**src/rtl/frame_shadow_config_mem.sv**
```systemverilog
// Double-banked tile configuration memory: frames land in a shadow bank and are
// copied to the active bank in one cycle, with readback, sequenced clear and error flag.
module frame_shadow_config_mem #(
  parameter int MaxFramesPerCol = 20,
  parameter int FrameBitsPerRow = 32,
  parameter int NoConfigBits    = 640,
  localparam int FrameIdxW      = (MaxFramesPerCol > 1) ? $clog2(MaxFramesPerCol) : 1
) (
  input  logic                       CLK,
  input  logic                       reset,
  input  logic [FrameBitsPerRow-1:0] FrameData,
  input  logic [MaxFramesPerCol-1:0] FrameStrobe,
  input  logic                       Commit_req,
  output logic                       Commit_ack,
  input  logic                       Clear_req,
  output logic                       Busy,
  input  logic                       Rb_req,
  input  logic [FrameIdxW-1:0]       Rb_frame,
  output logic [FrameBitsPerRow-1:0] Rb_data,
  output logic                       Rb_valid,
  output logic                       Err,
  output logic [NoConfigBits-1:0]    ConfigBits,
  output logic [NoConfigBits-1:0]    ConfigBits_N
);

  typedef enum logic [1:0] {StIdle, StCommit, StAck, StClear} stateT;

  stateT                      state, stateNext;
  logic [FrameBitsPerRow-1:0] shadow [MaxFramesPerCol];
  logic [NoConfigBits-1:0]    active;
  logic [NoConfigBits-1:0]    shadowBits;
  logic [FrameIdxW-1:0]       clrIdx;
  logic [FrameBitsPerRow-1:0] rbFrameData;
  logic                       writeEn, strobeErr, clrLast, rbInRange;

  always_ff @(posedge CLK) begin
    if (reset) state <= StIdle;
    else       state <= stateNext;
  end

  // Commit is checked first so a simultaneous clear request is simply dropped.
  always_comb begin
    stateNext = state;
    unique case (state)
      StIdle: begin
        if (Commit_req)     stateNext = StCommit;
        else if (Clear_req) stateNext = StClear;
      end
      StCommit: stateNext = StAck;
      StAck:    if (!Commit_req) stateNext = StIdle;
      StClear:  if (clrLast) stateNext = StIdle;
      default:  stateNext = StIdle;
    endcase
  end

  always_comb begin
    Busy       = 1'b0;
    Commit_ack = 1'b0;
    unique case (state)
      StCommit, StClear: Busy       = 1'b1;
      StAck:             Commit_ack = 1'b1;
      default: ;
    endcase
  end

  always_comb begin
    writeEn   = (state == StIdle) && $onehot(FrameStrobe);
    strobeErr = (|FrameStrobe) && !writeEn;
    clrLast   = (32'(clrIdx) == 32'(MaxFramesPerCol - 1));
    rbInRange = (32'(Rb_frame) < 32'(MaxFramesPerCol));
  end

  always_comb begin
    rbFrameData = '0;
    for (int unsigned f = 0; f < MaxFramesPerCol; f++)
      if (32'(Rb_frame) == f) rbFrameData = shadow[f];
  end

  // Flat view of the shadow bank, limited to the bits the tile actually uses.
  always_comb begin
    shadowBits = '0;
    for (int unsigned i = 0; i < NoConfigBits; i++)
      shadowBits[i] = shadow[i / FrameBitsPerRow][i % FrameBitsPerRow];
  end

  always_ff @(posedge CLK) begin
    if (reset) begin
      for (int unsigned f = 0; f < MaxFramesPerCol; f++) shadow[f] <= '0;
      active   <= '0;
      clrIdx   <= '0;
      Rb_data  <= '0;
      Rb_valid <= 1'b0;
      Err      <= 1'b0;
    end else begin
      // Bits beyond NoConfigBits are never written, so they stay zero and read back as zero.
      for (int unsigned f = 0; f < MaxFramesPerCol; f++) begin
        if (writeEn && FrameStrobe[f])
          for (int unsigned b = 0; b < FrameBitsPerRow; b++)
            if (f * FrameBitsPerRow + b < 32'(NoConfigBits)) shadow[f][b] <= FrameData[b];
        if (state == StClear && 32'(clrIdx) == f) shadow[f] <= '0;
      end
      if (state == StClear) clrIdx <= clrIdx + 1'b1;
      else                  clrIdx <= '0;
      if (state == StCommit) active <= shadowBits;
      Rb_valid <= Rb_req;
      Rb_data  <= (Rb_req && rbInRange) ? rbFrameData : '0;
      Err      <= Err | strobeErr | (Rb_req && !rbInRange);
    end
  end

  assign ConfigBits   = active;
  assign ConfigBits_N = ~active;

endmodule

```
**config.mk**
```make
export PLATFORM = sky130hd
export DESIGN_NAME = frame_shadow_config_mem
export DESIGN_NICKNAME = d
export VERILOG_FILES = /design/src/rtl/frame_shadow_config_mem.sv
export SDC_FILE = /design/constraint.sdc
export NUM_CORES = 2
export LEC_CHECK = 0
export BUFFER_PORTS_ARGS = -buffer_cell sky130_fd_sc_hd__buf_4
export CAP_MARGIN = 10
export CORE_AREA = 5 5 532 534
export DETAILED_ROUTE_END_ITERATION = 10
export DIE_AREA = 0 0 537 539
export HOLD_SLACK_MARGIN = 0.06
export MAX_ROUTING_LAYER = met4
export PLACE_DENSITY = 0.45
export SYNTH_ARGS = -nofsm -noshare
export SYNTH_HDL_FRONTEND = slang
export SYNTH_SLANG_ARGS = --single-unit
```
**constraint.sdc**
```tcl
create_clock -name CLK -period 14.43 [get_ports CLK]
set_clock_uncertainty 0.2 [all_clocks]
set_input_delay 0.7215 -clock CLK [delete_from_list [all_inputs] [get_ports CLK]]
set_output_delay 0.7215 -clock CLK [all_outputs]
set_load 0.05 [all_outputs]
```
Word-level counts from Yosys, hierarchy flattened
Memories as Yosys holds them, arrays and structs flattened.
Index checks and enable logic that the tools add are counted.
{"block": "classes", "addsub": 20, "n_mul": 0, "div_mod_pow": 0, "order_cmp": 1, "eq_ne": 45, "shift": 0, "n_mux": 1429, "bitwise_logic": 1285, "reduce_logical": 54}
{"cell": "$mux 1", "count": 1404}
{"cell": "$or 1x1->1", "count": 1282}
{"cell": "$mux 32", "count": 20}
{"cell": "$not 640->640", "count": 1}
{"cell": "$eq 5x4->1 const B", "count": 16}
{"cell": "$logic_and 1x1->1", "count": 44}
{"cell": "$eq 5x3->1 const B", "count": 8}
{"cell": "$eq 5x5->1 const B", "count": 8}
{"cell": "$add 1x1->2", "count": 10}
{"cell": "$eq 5x2->1 const B", "count": 4}
{"cell": "$reduce_or 20->1", "count": 1}
{"cell": "$add 2x2->3", "count": 5}
{"cell": "$eq 5x1->1 const B", "count": 3}
{"cell": "$logic_not 5->1", "count": 2}
{"cell": "$add 3x3->4", "count": 2}
{"cell": "$mux 2", "count": 4}
{"cell": "$pmux 2 s4", "count": 1}
{"cell": "$reduce_or 2->1", "count": 3}
{"cell": "$add 4x4->5", "count": 1}
{"cell": "$add 5x1->5 const B", "count": 1}
{"cell": "$add 5x3->5", "count": 1}
{"cell": "$lt 5x5->1 const B", "count": 1}
{"cell": "$eq 2x2->1 const B", "count": 2}
{"cell": "$ne 2x2->1 const B", "count": 2}
{"cell": "other kinds (6)", "count": 8}
{"block": "word_totals", "regBits": 681, "latchBits": 0, "mem_bits_rw": 640, "mem_bits_ro": 0, "in_bits": 62, "output_inout_bits": 1316, "wordCells": 2841, "mem_count": 1}
{"memory": "shadow", "depth": 20, "word_bits": 32, "read_ports": 20, "rd_clocked_by_memory_dff": 0, "write_ports": 20, "line_no": "29", "text": "logic [FrameBitsPerRow-1:0] shadow [MaxFramesPerCol];"}

Logic depth before layout (Yosys ltp)
{"block": "logic_depth", "depth_word": 21, "ltp_mapped": 18, "depth_no_buf": 16}

Worst setup path before layout
No wires, ideal clock.
{"block": "synth_timing", "path_type": "input to register", "from": "input port FrameStrobe[5]", "to": "memory shadow[4][0], in the netlist shadow[1][0], enable pin", "arrival_ns": 5.752, "setup_slack_ns": 8.087, "path_stages": 15, "cell_sequence": "inv_1 -> fa_1 -> inv_1 -> fa_1 -> fa_1 -> fa_1 -> inv_1 -> fa_1 -> inv_1 -> ha_1 -> fa_1 -> or2_2 -> a2111oi_4 -> clkbuf_1 -> a221o_1"}
{"element": "start: declaration", "line_no": "12", "text": "input logic [MaxFramesPerCol-1:0] FrameStrobe,"}
{"element": "end: declaration", "line_no": "29"}

==> impl_metrics.json <==
{
  "drcViolationCount": 0,
  "fp-row-count": 194,
  "cts_buffer_depth": 3,
  "seq_area_frac_synth": 0.585,
  "p_sw_frac": 0.355,
  "antenna_found_initial": 66,
  "leakagePower_uw": 0.0283,
  "p_total_uw": 11100,
  "port_buffers": 1377,
  "synth_nets": 6121,
  "hold_path_class": "in2reg",
  "ir_drop_mv": 0.131,
  "tightestPinTransition_ns": 1.21,
  "worst_setup_path_start_kind": "input pin",
  "async_flop_share": 0,
  "drt_iter0_markers": 5453,
  "initial_core_util": 0.202,
  "maxSlewHeadroom": 0.187,
  "min_period_over_period": 0.461,
  "ctsHoldBuffers": 5,
  "synth_top_area_frac": 0.342,
  "die_h_um": 539,
  "rsz0062_at_grt": "no",
  "post_cts_resized": 0,
  "end_kind": "flip-flop",
  "grt_pass1_wl_um": 465000,
  "setup_viol": 0,
  "synth-edff-count": 640,
  "syn_inst": 6032,
  "fmax_mhz": 150,
  "detail-route-antenna-nets": 0,
  "cp_common_cell": "fa_1",
  "vias": 50400,
  "cts.sinks": 1321,
  "power_density_nw_per_um2": 147,
  "synthToLayoutAreaGrowth_pct": 34.2,
  "vias_per_cell": 4.55,
  "postCtsSetupBuffers": 0,
  "globalRoute.totalOverflow": 0,
  "synth_top_area_cell": "edfxtp_1",
  "maxCapViolCount": 0,
  "avgSynthCellArea_um2": 9.32,
  "r2r_cells": 6,
  "layoutNonFillerInstCount": 11100,
  "cp_max_fo": 32,
  "status": "finished clean",
  "htree_levels": 4,
  "cp_slowest_cell": "and3_1",
  "holdPathStages": 5,
  "pwr-share-comb": 0.210,
  "clk_latency_ns": 0.85,
  "numCtsBuffers": 153,
  "syn-cell-area_um2": 56200,
  "gp_congestion": 0.912,
  "synth_warnings": 0,
  "nets": 7283,
  "placed_cells": 10800,
  "synth.area.top_cells": "edfxtp_1 34%, dfxtp_1 24%, nand2_1 9.2%",
  "path_class": "in2reg",
  "synth-seq-cells": 1321,
  "grt_pass1_vias": 48800,
  "hpwlAfterDp_um": 276000,
  "final_max_slew_viol_count": 0,
  "cts_tree": "built",
  "die_w_um": 537,
  "drive_gt1_frac": 0.243,
  "dieArea_um2": 289000,
  "seq_power_share": 0.430,
  "p_int_uw": 7170,
  "grt_start_max_net_pins": 195,
  "critPathArrivalTime_ns": 7.16,
  "pwr-share-clk": 0.360,
  "critical_path_required_ns": 14.93,
  "core-area_um2": 278000,
  "clk_pin_slew_ns": 0.06,
  "io_pins": 1378,
  "p_sw_uw": 3950,
  "path_cells": "buf_4 > inv_1 > fa_1 > inv_1 > fa_1 > fa_1 > fa_1 > inv_1 > fa_1 > inv_1 > ha_1 > fa_1 > or2_2 > a2111oi_4 > buf_4 > and2b_2 > and3_1 > and2_1",
  "root_buffer": "clkbuf_16",
  "avgRoutedWirePerCell_um": 32.6,
  "fin_crit_ns": 6.66,
  "synth_cell_types": 88,
  "track_usage": 0.245,
  "firstDrtPassIters": 6,
  "hold_viol": 0,
  "synth_ff_type": "dfxtp_1",
  "max_stage_delay_ns": 1.03,
  "wirelength_um": 361000,
  "tns_ns": 0
}
-- kinds of logic after synthesis --
kind of cell	after synthesis	share of synthesized area
XOR/XNOR	2	0.000312
AO/OA/AOI/OAI	1185	0.121
AND/OR/NAND/NOR	2290	0.192
adder cells (fa/ha/maj)	27	0.00788
buffers and inverters	1137	0.0790
flip-flops	1321	0.585
multiplexers	70	0.0158
-- final timing paths --
path	start	endpoint	slack (ns)
worst max-delay path	FrameStrobe[9]	shadow[2][43]$_SDFFCE_PP0P_	7.77
worst max register to register	state[0]$_SDFFE_PP0P_	ConfigBits[189]$_SDFFE_PP0P_	9.84
worst min register to register	ConfigBits[112]$_SDFFE_PP0P_	ConfigBits[112]$_SDFFE_PP0P_	0.28
worst min-delay path	FrameStrobe[2]	Err$_SDFF_PP0_	0.15
-- layer usage --
layer | share of wire | track usage | wire [µm] | vias up
met2 | 0.45 | 0.372 | 161000 | 2673
met5 | 0 | - | 0 | -
met3 | 0.091 | 0.0610 | 33000 | 376
met1 | 0.43 | 0.320 | 155000 | 25300
li1 | - | - | - | 22100
met4 | 0.034 | 0.0746 | 12200 | 0
-- sequential cells by signal, indices dropped and copies added, names as in the netlist --
name	cells
Rb_valid	1
state	2
Err	1
shadow	640
Rb_data	32
clrIdx	5
ConfigBits	640
-- power by group through the flow --
stage                     sequential [µW]  combinational [µW]  clock, µW
after floorplan                      4960                1060          0
after global placement               4850                2340          0
after detailed placement             4850                2350          0
after CTS                            4780                2350       4080
after global routing                 4800                2450       4220
final                                4780                2340       4000
-- synth_stat cells (all sizes together), types with 5 or more instances --
cell     count
nand3b      16
a32oi        9
o32ai        6
a31oi       17
buf        108
inv        677
nand2     1373
a21o        10
edfxtp     640
and2       646
nor4         8
o221ai       9
o22a         5
nand4        6
o21ai      119
a211oi      19
and3        21
a2bb2oi     13
nor2        94
mux2         8
fa          14
nand3       26
a21oi      786
a22oi       30
dfxtp      681
nor2b       19
a221o       18
mux2i       48
nor3b        7
nand2b      16
o2bb2ai     10
a221oi      18
o31ai        5
a211o       11
o22ai       59
or3b         6
a222oi      13
mux4        14
ha          13
o211ai       9
nor3        26
clkbuf     351
-- per-stage QoR --
step                hold WS [ns]  cell area [µm²]  setup slack (ns)   util
floorplan                  0.245            56200              8.09      -
global placement           0.265            70100              6.68  0.252
detailed placement         0.268            70100              6.68  0.252
CTS                        0.106            75300              7.58  0.271
global route               0.202            75400              7.47  0.271
finish                     0.155            75400              7.77  0.271
-- critical path, delay by kind of cell --
family / cells / cell delay, ns
compound gates: 1 / 0.34
simple gates: 4 / 2.20
buf+inv: 6 / 0.80
fa+ha+maj: 7 / 3.03
-- layout make-up --
| type | instances | area [µm²] |
|---|---|---|
| timing repair buffer | 1466 | 11100 |
| inverter | 678 | 2550 |
| antenna | 43 | 108 |
| fill | 29800 | 203000 |
| multi-input combinational | 3574 | 19000 |
| clock inverter | 54 | 619 |
| clock buffer | 231 | 4500 |
| sequential | 1321 | 32900 |
| tap | 3724 | 4660 |
-- cells in the final DEF (no fill, tap or decap), drive strengths merged, types with 30 or more instances in the layout --
master  synthesis  layout
clkinv          1      41
a22oi          30      30
inv           677     684
nor2           94      94
o21ai         119     119
nand2        1373    1373
buf           108    1460
a21oi         786     786
and2          646     646
clkbuf        351     232
diode           0      43
dfxtp         681     681
mux2i          48      48
edfxtp        640     640
o22ai          59      59
Note: power is estimated with default switching activity, not from simulation.
